--- src/rtl/coin_pkg.sv ---
// Shared types and helpers for the coin-slot front end.
// Holds the per-channel state encoding and the debounce/jam counter width.
package coin_pkg;

    typedef enum logic [1:0] {
        IDLE,
        DEB_HI,
        ACCEPTED,
        RELEASE
    } coin_state_t;

    // The counter must be able to hold JAM_CYCLES itself, so it can saturate there.
    function automatic int cnt_width(input int jam_cycles);
        return $clog2(jam_cycles + 1);
    endfunction

endpackage

--- src/rtl/coin_channel.sv ---
// One coin-slot channel: synchronizer, debounce/jam counter, state machine,
// a single-cycle acceptance pulse and a jam flag.
module coin_channel
    import coin_pkg::*;
#(
    parameter int DEBOUNCE_CYCLES = 4,
    parameter int JAM_CYCLES      = 64
) (
    input  logic clock,
    input  logic reset,
    input  logic sensor_raw,
    output logic pulse,
    output logic jam
);

    localparam int CW = cnt_width(JAM_CYCLES);
    localparam logic [CW-1:0] DEB_MAX = CW'(DEBOUNCE_CYCLES);
    localparam logic [CW-1:0] JAM_MAX = CW'(JAM_CYCLES);
    localparam logic [CW-1:0] CNT_ONE = CW'(1);

    logic        sync_meta_reg;
    logic        sync_reg;
    coin_state_t state_reg, state_next;
    logic [CW-1:0] cnt_reg, cnt_next;
    logic [CW-1:0] cnt_inc;
    logic        pulse_reg, pulse_next;
    logic        jam_reg, jam_next;

    // Synchronizer resets high so a coin already in the slot at reset looks present.
    always_ff @(posedge clock or posedge reset) begin
        if (reset) begin
            sync_meta_reg <= 1'b1;
            sync_reg      <= 1'b1;
        end else begin
            sync_meta_reg <= sensor_raw;
            sync_reg      <= sync_meta_reg;
        end
    end

    always_ff @(posedge clock or posedge reset) begin
        if (reset) begin
            state_reg <= RELEASE;
            cnt_reg   <= '0;
            pulse_reg <= 1'b0;
            jam_reg   <= 1'b0;
        end else begin
            state_reg <= state_next;
            cnt_reg   <= cnt_next;
            pulse_reg <= pulse_next;
            jam_reg   <= jam_next;
        end
    end

    assign cnt_inc = (cnt_reg == JAM_MAX) ? cnt_reg : cnt_reg + CNT_ONE;

    always_comb begin
        state_next = state_reg;
        cnt_next   = cnt_reg;
        pulse_next = 1'b0;
        jam_next   = jam_reg;
        case (state_reg)
            IDLE: begin
                if (sync_reg) begin
                    state_next = DEB_HI;
                    cnt_next   = CNT_ONE;
                end
            end
            DEB_HI: begin
                if (!sync_reg) begin
                    state_next = IDLE;
                    cnt_next   = '0;
                end else if (cnt_reg == DEB_MAX) begin
                    state_next = ACCEPTED;
                    cnt_next   = '0;
                    pulse_next = 1'b1;
                end else begin
                    cnt_next = cnt_inc;
                end
            end
            ACCEPTED: begin
                if (!sync_reg) begin
                    state_next = RELEASE;
                    cnt_next   = CNT_ONE;
                end else begin
                    cnt_next = cnt_inc;
                    if (cnt_inc == JAM_MAX) begin
                        jam_next = 1'b1;
                    end
                end
            end
            RELEASE: begin
                // A return to high here is removal bounce: no new pulse, jam kept.
                if (sync_reg) begin
                    state_next = ACCEPTED;
                    cnt_next   = '0;
                end else if (cnt_reg == DEB_MAX) begin
                    state_next = IDLE;
                    cnt_next   = '0;
                    jam_next   = 1'b0;
                end else begin
                    cnt_next = cnt_inc;
                end
            end
            default: begin
                state_next = RELEASE;
                cnt_next   = '0;
            end
        endcase
    end

    assign pulse = pulse_reg;
    assign jam   = jam_reg;

endmodule

--- src/rtl/coin_validator.sv ---
// Coin-slot front end: two independent debounced channels producing clean
// credit pulses, plus a combined jam indication.
module coin_validator
    import coin_pkg::*;
#(
    parameter int DEBOUNCE_CYCLES = 4,
    parameter int JAM_CYCLES      = 64
) (
    input  logic clock,
    input  logic reset,
    input  logic senzor50_raw,
    input  logic senzor100_raw,
    output logic bani50,
    output logic bani100,
    output logic coin_jam
);

    logic [1:0] raw_vec;
    logic [1:0] pulse_vec;
    logic [1:0] jam_vec;

    assign raw_vec = {senzor100_raw, senzor50_raw};

    // Index 0 is the 50-ban slot, index 1 the 100-ban slot.
    generate
        for (genvar gi = 0; gi < 2; gi++) begin : g_channel
            coin_channel #(
                .DEBOUNCE_CYCLES (DEBOUNCE_CYCLES),
                .JAM_CYCLES      (JAM_CYCLES)
            ) u_channel (
                .clock      (clock),
                .reset      (reset),
                .sensor_raw (raw_vec[gi]),
                .pulse      (pulse_vec[gi]),
                .jam        (jam_vec[gi])
            );
        end
    endgenerate

    assign bani50   = pulse_vec[0];
    assign bani100  = pulse_vec[1];
    assign coin_jam = |jam_vec;

endmodule

--- config.mk ---
export PLATFORM = sky130hd
export DESIGN_NAME = coin_validator
export DESIGN_NICKNAME = d
export VERILOG_FILES = /design/src/rtl/coin_pkg.sv /design/src/rtl/coin_channel.sv /design/src/rtl/coin_validator.sv
export SDC_FILE = /design/constraint.sdc
export NUM_CORES = 1
export LEC_CHECK = 0
export CAP_MARGIN = 20
export CELL_PAD_IN_SITES_DETAIL_PLACEMENT = 1
export CELL_PAD_IN_SITES_GLOBAL_PLACEMENT = 2
export CORE_MARGIN = 2
export CORE_UTILIZATION = 42
export CTS_BUF_LIST = sky130_fd_sc_hd__clkbuf_4
export CTS_CLUSTER_SIZE = 20
export DETAILED_ROUTE_END_ITERATION = 6
export PLACE_DENSITY_LB_ADDON = 0.1
export SLEW_MARGIN = 20
export SYNTH_ARGS = -nofsm -noshare
export SYNTH_HDL_FRONTEND = slang
export SYNTH_SLANG_ARGS = --single-unit
--- constraint.sdc ---
create_clock -name clock -period 3.68 [get_ports clock]
set_input_delay 0.92 -clock clock [delete_from_list [all_inputs] [get_ports clock]]
set_output_delay 0.92 -clock clock [all_outputs]
set_load 0.01 [all_outputs]
==> results.cfg, run 1 <==
[logic_synthesis]
ys_ff_latch = 26
synth.distinct_cells = 51
yosys_warnings = 0
synth_edf_count = 0
synth_area_sq_um = 1620
synthArstFlopShare = 1.00
seq_area_frac_synth = 0.407
synth_flop_cell = dfrtp_1
syn_inst = 178
synth_area_leaders = dfrtp_1, dfstp_2, nand2_1, xnor2_1, ha_1
yosysTopAreaCellShare = 0.277
syn_area_per_cell_sq_um = 9.12
yosysTopAreaCell = dfrtp_1
synth_fp_nets = 186

[routing]
wl_met1_um = 1550
post_drt_wl_per_cell_um = 15.3
wl_um = 3420
top_layer = met4
drtIter0Drc = 86
post-route-drc-count = 0
dr_wl_met2_um = 1800
postRouteAntennaNets = 0
met3_length_um = 39
drt_first_pass_iters = 4
vias = 1254
routed_via_density = 5.62

[layout]
finalInstanceArea_sq_um = 1730
multi_input_area_sq_um = 875
final_cells = 223
seqCellArea_sq_um = 661
drive_gt1_frac = 0.137
nets = 184
largest_reg_flops = 14
num_antenna_cells = 0
syn_to_final_growth_pct = 6.78
num-fill-cells = 443
finish.utilization = 0.470

[setup_path]
crit_fanout = 2
cp-end-kind = output pin
critical_path.top_delay_family = buffers and inverters
max_stage_delay_ps = 480
start_kind = register
required_ps = 2760
cp_slowest_cell = clkdlybuf4s50_1
cp.arrival_ps = 1490
cp_cell_sequence = or2_2 -> clkdlybuf4s50_1
path_buf_inv = 1
path_class = reg2out

[floorplan]
ios = 7
initial_core_util = 0.440
dieArea_sq_um = 4380
core_sq_um = 3690
fp.dieW_um = 66.2
rows = 22
die_y_um = 66.2

[clock_tree]
htreeDepth = 1
clkLatencyLatePin_ps = 320
root_buffer = clkbuf_4
cts_resized = 0
clkSlewWorstSetupHoldPaths_ps = 140
cts_sinks = 26
clock_path_buffers = 2
numCtsBuffers = 3
holdBufCountCts = 0
cts_tree = yes
post_cts_buffers = 0

[power_and_ir_drop]
total_leakage_power_nw = 0.688
powerDensity_nw_per_um2 = 592
ir_drop_mv = 0.291
finalPower_w = 0.00103

[placement]
numPortBuffers = 6
place_inst = 219
dpl_cell_area_sq_um = 1680
gp_congestion = 0.757
post-dp-hpwl_um = 2590

[grt]
grt_use_total = 0.185
grt_max_degree = 27
antenna_found_initial = 0
grt_pass1_vias = 1271
grt_pass1_wl_um = 6250
overflow = 0

[sta]
finalCritPeriodShare = 0.655
finalMaxSlewViolations = 0
fmax_mhz = 415
fin_setup_tns_ps = 0
setup_viol = 0
max_slew_margin = 0.375
finalClockSkew_ps = 5.87
hold_viol = 0
period_minus_slack_ps = 2410
rsz0062_at_grt = false
worst_slew_pin_slew_ps = 936

[hold_path]
hp-class = reg2reg

[flow_run]
maxCapViolations = 0

[status]
status = complete, no violations
-- synth_stat cells, types with 2 or more instances --
master,count
nand2_1,21
dfrtp_1,18
nor2_1,13
o21ai_0,10
clkbuf_1,9
nand3_1,9
dfstp_2,8
inv_1,7
xnor2_1,7
a21oi_1,6
and2_1,5
a31oi_1,4
ha_1,4
nor3_1,4
nor3b_1,4
xor2_1,4
nand2b_1,3
o22ai_1,3
a41oi_1,2
and3_1,2
buf_2,2
nor2b_1,2
o311a_1,2
or2_2,2
-- metrics by stage --
| step | setup slack, ps | hold WS (ps) |
|---|---|---|
| detailed placement | 1580 | 354 |
| floorplan | 1890 | 345 |
| global route | 1200 | 377 |
| global placement | 1590 | 346 |
| CTS | 1240 | 373 |
| finish | 1270 | 372 |
-- per-layer routing --
| metal | global-route usage | vias up |
|---|---|---|
| met5 | 0 | - |
| met1 | 0.238 | 618 |
| met4 | 0.0663 | 0 |
| li1 | - | 620 |
| met3 | 0.0153 | 4 |
| met2 | 0.323 | 12 |
-- logic make-up after synthesis --
| logic type | share of synthesized area |
|---|---|
| flops | 0.407 |
| xor+xnor | 0.0593 |
| buf+inv | 0.0547 |
| mux | 0.0200 |
| fa+ha+maj | 0.0308 |
| compound gates | 0.167 |
| simple gates | 0.261 |
-- path summary, 6_finish.rpt --
kind,from,end,slack [ps],depth (start not counted)
max reg2reg,g_channel[0].u_channel.cnt_reg[0]$_DFFE_PP0P_,g_channel[0].u_channel.cnt_reg[3]$_DFFE_PP0P_,1610,7
min in group asynchronous,reset,g_channel[1].u_channel.pulse$_DFF_PP0_,1090,2
max in group asynchronous,reset,g_channel[1].u_channel.cnt_reg[4]$_DFFE_PP0P_,2010,2
min reg2reg,g_channel[1].u_channel.sync_meta_reg$_DFF_PP1_,g_channel[1].u_channel.sync_reg$_DFF_PP1_,370,0
min,g_channel[1].u_channel.sync_meta_reg$_DFF_PP1_,g_channel[1].u_channel.sync_reg$_DFF_PP1_,370,0
max,g_channel[1].u_channel.jam$_DFFE_PP0P_,coin_jam,1270,2
-- layout make-up --
cell class                 count  share of cell area
clock buffer                   3              0.0130
clock inverter                 1              0.0173
inverter                       7              0.0152
timing repair buffer           6              0.0346
multi-input combinational    132               0.504
sequential                    26               0.381
tap                           48              0.0346
-- where the power goes --
group	internal, W	total (W)	switching (W)
Clock	0.000110	0.000194	0.0000840
Sequential	0.000351	0.000459	0.000108
Combinational	0.000179	0.000373	0.000194
Total	0.000639	0.00103	0.000387
-- layout by cell type, fill, tap and decap left out, types with 2 or more instances in the layout --
master           synthesis  routed
a31oi_1                  4       4
o21ai_0                 10      10
xnor2_1                  7       7
dfstp_2                  8       8
inv_1                    7       7
ha_1                     4       4
o311a_1                  2       2
nand3_1                  9       9
nor3_1                   4       4
o22ai_1                  3       3
and3_1                   2       2
clkdlybuf4s50_1          0       6
nand2b_1                 3       3
a41oi_1                  2       2
and2_1                   5       5
nor2b_1                  2       2
clkbuf_4                 0       3
dfrtp_1                 18      18
xor2_1                   4       4
nor2_1                  13      13
a21oi_1                  6       6
nand2_1                 21      21
nor3b_1                  4       4
or2_2                    2       2
Power figures use the tool's default switching activity.
==> run 2, diff against run 1 <==
--- a/config.mk
+++ b/config.mk
@@ -9,7 +9,7 @@
 export CELL_PAD_IN_SITES_DETAIL_PLACEMENT = 1
 export CELL_PAD_IN_SITES_GLOBAL_PLACEMENT = 2
 export CORE_MARGIN = 2
-export CORE_UTILIZATION = 42
+export CORE_UTILIZATION = 39
 export CTS_BUF_LIST = sky130_fd_sc_hd__clkbuf_4
 export CTS_CLUSTER_SIZE = 20
 export DETAILED_ROUTE_END_ITERATION = 6
==> constraint.sdc (replaced) <==
create_clock -name clock -period 2.37 [get_ports clock]
set_input_delay 0.5925 -clock clock [delete_from_list [all_inputs] [get_ports clock]]
set_output_delay 0.5925 -clock clock [all_outputs]
set_load 0.01 [all_outputs]
==> results.cfg, run 2 (same netlist as run 1, synthesis figures left out) <==
[status]
status = complete, no violations

[routing]
post-route-drc-count = 0
drt_first_pass_iters = 4
vias = 1256
post_drt_wl_per_cell_um = 15.6
routed_via_density = 5.56
wl_um = 3530
postRouteAntennaNets = 0
drtIter0Drc = 62

[clock_tree]
clock_path_buffers = 2
cts_tree = yes
post_cts_buffers = 0
root_buffer = clkbuf_4
numCtsBuffers = 3
cts_resized = 0
clkSlewWorstSetupHoldPaths_ps = 160
holdBufCountCts = 0
htreeDepth = 1
clkLatencyLatePin_ps = 320
cts_sinks = 26

[power_and_ir_drop]
p_clk_frac = 0.194
switching_power_w = 0.000606
p_comb_frac = 0.364
swShare = 0.379
ir_drop_mv = 0.329
finalPower_w = 0.00160
total_leakage_power_nw = 0.693
p_int_w = 0.000995
power_frac_seq = 0.442
powerDensity_nw_per_um2 = 918

[setup_path]
cp.arrival_ps = 1500
path_class = reg2out
cp-end-kind = output pin
required_ps = 1780
start_kind = register
reg2reg_depth = 7
crit_fanout = 2

[placement]
place_inst = 222
numPortBuffers = 6
gp_congestion = 0.739
post-dp-hpwl_um = 2660
dpl_cell_area_sq_um = 1690

[sta]
finalCritPeriodShare = 0.884
setup_viol = 0
rsz0062_at_grt = false
finalClockSkew_ps = 9.94
fmax_mhz = 477
period_minus_slack_ps = 2100
hold_viol = 0
max_slew_margin = 0.479
fin_setup_tns_ps = 0
worst_slew_pin_slew_ps = 776
holdWs_ps = 368
finalMaxSlewViolations = 0

[floorplan]
ios = 7
initial_core_util = 0.406
core_sq_um = 4000
fp.dieW_um = 68.5
dieArea_sq_um = 4700
rows = 23
die_y_um = 68.5

[grt]
grt_max_degree = 27
antenna_found_initial = 0
overflow = 0
grt_pass1_wl_um = 5890
grt_use_total = 0.169
grt_pass1_vias = 1285

[layout]
seqCellArea_sq_um = 661
final_cell_mix = nand2_1, dfrtp_1, nor2_1
num-fill-cells = 479
multi_input_area_sq_um = 875
syn_to_final_growth_pct = 7.40
largest_reg_flops = 14
drive_gt1_frac = 0.142
nets = 185
finalInstanceArea_sq_um = 1740
final_cells = 226
num_antenna_cells = 0
final_common_cell = nand2_1

[flow_run]
maxCapViolations = 0

[hold_path]
holdPathStages = 0
hp-class = reg2reg
## run 2: critical path, stage by stage, from the launching register on
cell	delay [ps]
dfrtp_1	410
or2_2	290
clkdlybuf4s50_1	480
## run 2: worst paths after layout
path                                                                      from                                         endpoint  slack (ps)
worst max-delay path                    g_channel[1].u_channel.jam$_DFFE_PP0P_                                         coin_jam         270
worst min-delay path            g_channel[0].u_channel.sync_meta_reg$_DFF_PP1_        g_channel[0].u_channel.sync_reg$_DFF_PP1_         370
worst max register to register   g_channel[0].u_channel.cnt_reg[0]$_DFFE_PP0P_    g_channel[0].u_channel.cnt_reg[2]$_DFFE_PP0P_         350
worst min register to register  g_channel[0].u_channel.sync_meta_reg$_DFF_PP1_        g_channel[0].u_channel.sync_reg$_DFF_PP1_         370
max in group asynchronous                                                reset  g_channel[0].u_channel.state_reg[0]$_DFFE_PP1P_        1450
min in group asynchronous                                                reset           g_channel[0].u_channel.jam$_DFFE_PP0P_         600
## run 2: layout make-up
type	count	area share
timing repair buffer	7	0.0387
multi-input combinational	132	0.501
inverter	7	0.0151
clock buffer	3	0.0129
tap	50	0.0359
sequential	26	0.379
clock inverter	1	0.0172
## run 2: routing by layer
| layer | share of wire | GRT usage | vias to the layer above |
|---|---|---|---|
| met1 | 0.44 | 0.198 | 629 |
| met2 | 0.54 | 0.321 | 2 |
| li1 | - | - | 623 |
| met4 | 0.0054 | 0.0450 | 0 |
| met5 | 0 | 0 | - |
| met3 | 0.0082 | 0.0195 | 2 |
## run 2: power by group through the flow
stage / combinational (W) / sequential [W] / clock (W)
after CTS: 0.000593 / 0.000708 / 0.000327
after floorplan: 0.000561 / 0.000595 / 0
final: 0.000583 / 0.000707 / 0.000311
after global routing: 0.000652 / 0.000730 / 0.000348
after global placement: 0.000573 / 0.000708 / 0
after detailed placement: 0.000592 / 0.000717 / 0
## run 2: through the flow
stage / utilization / setup slack, ps
2_1_floorplan: - / 584
3_3_place_gp: 0.423 / 366
3_5_place_dp: 0.423 / 370
4_1_cts: 0.436 / 251
5_1_grt: 0.436 / 204
6_report: 0.436 / 274
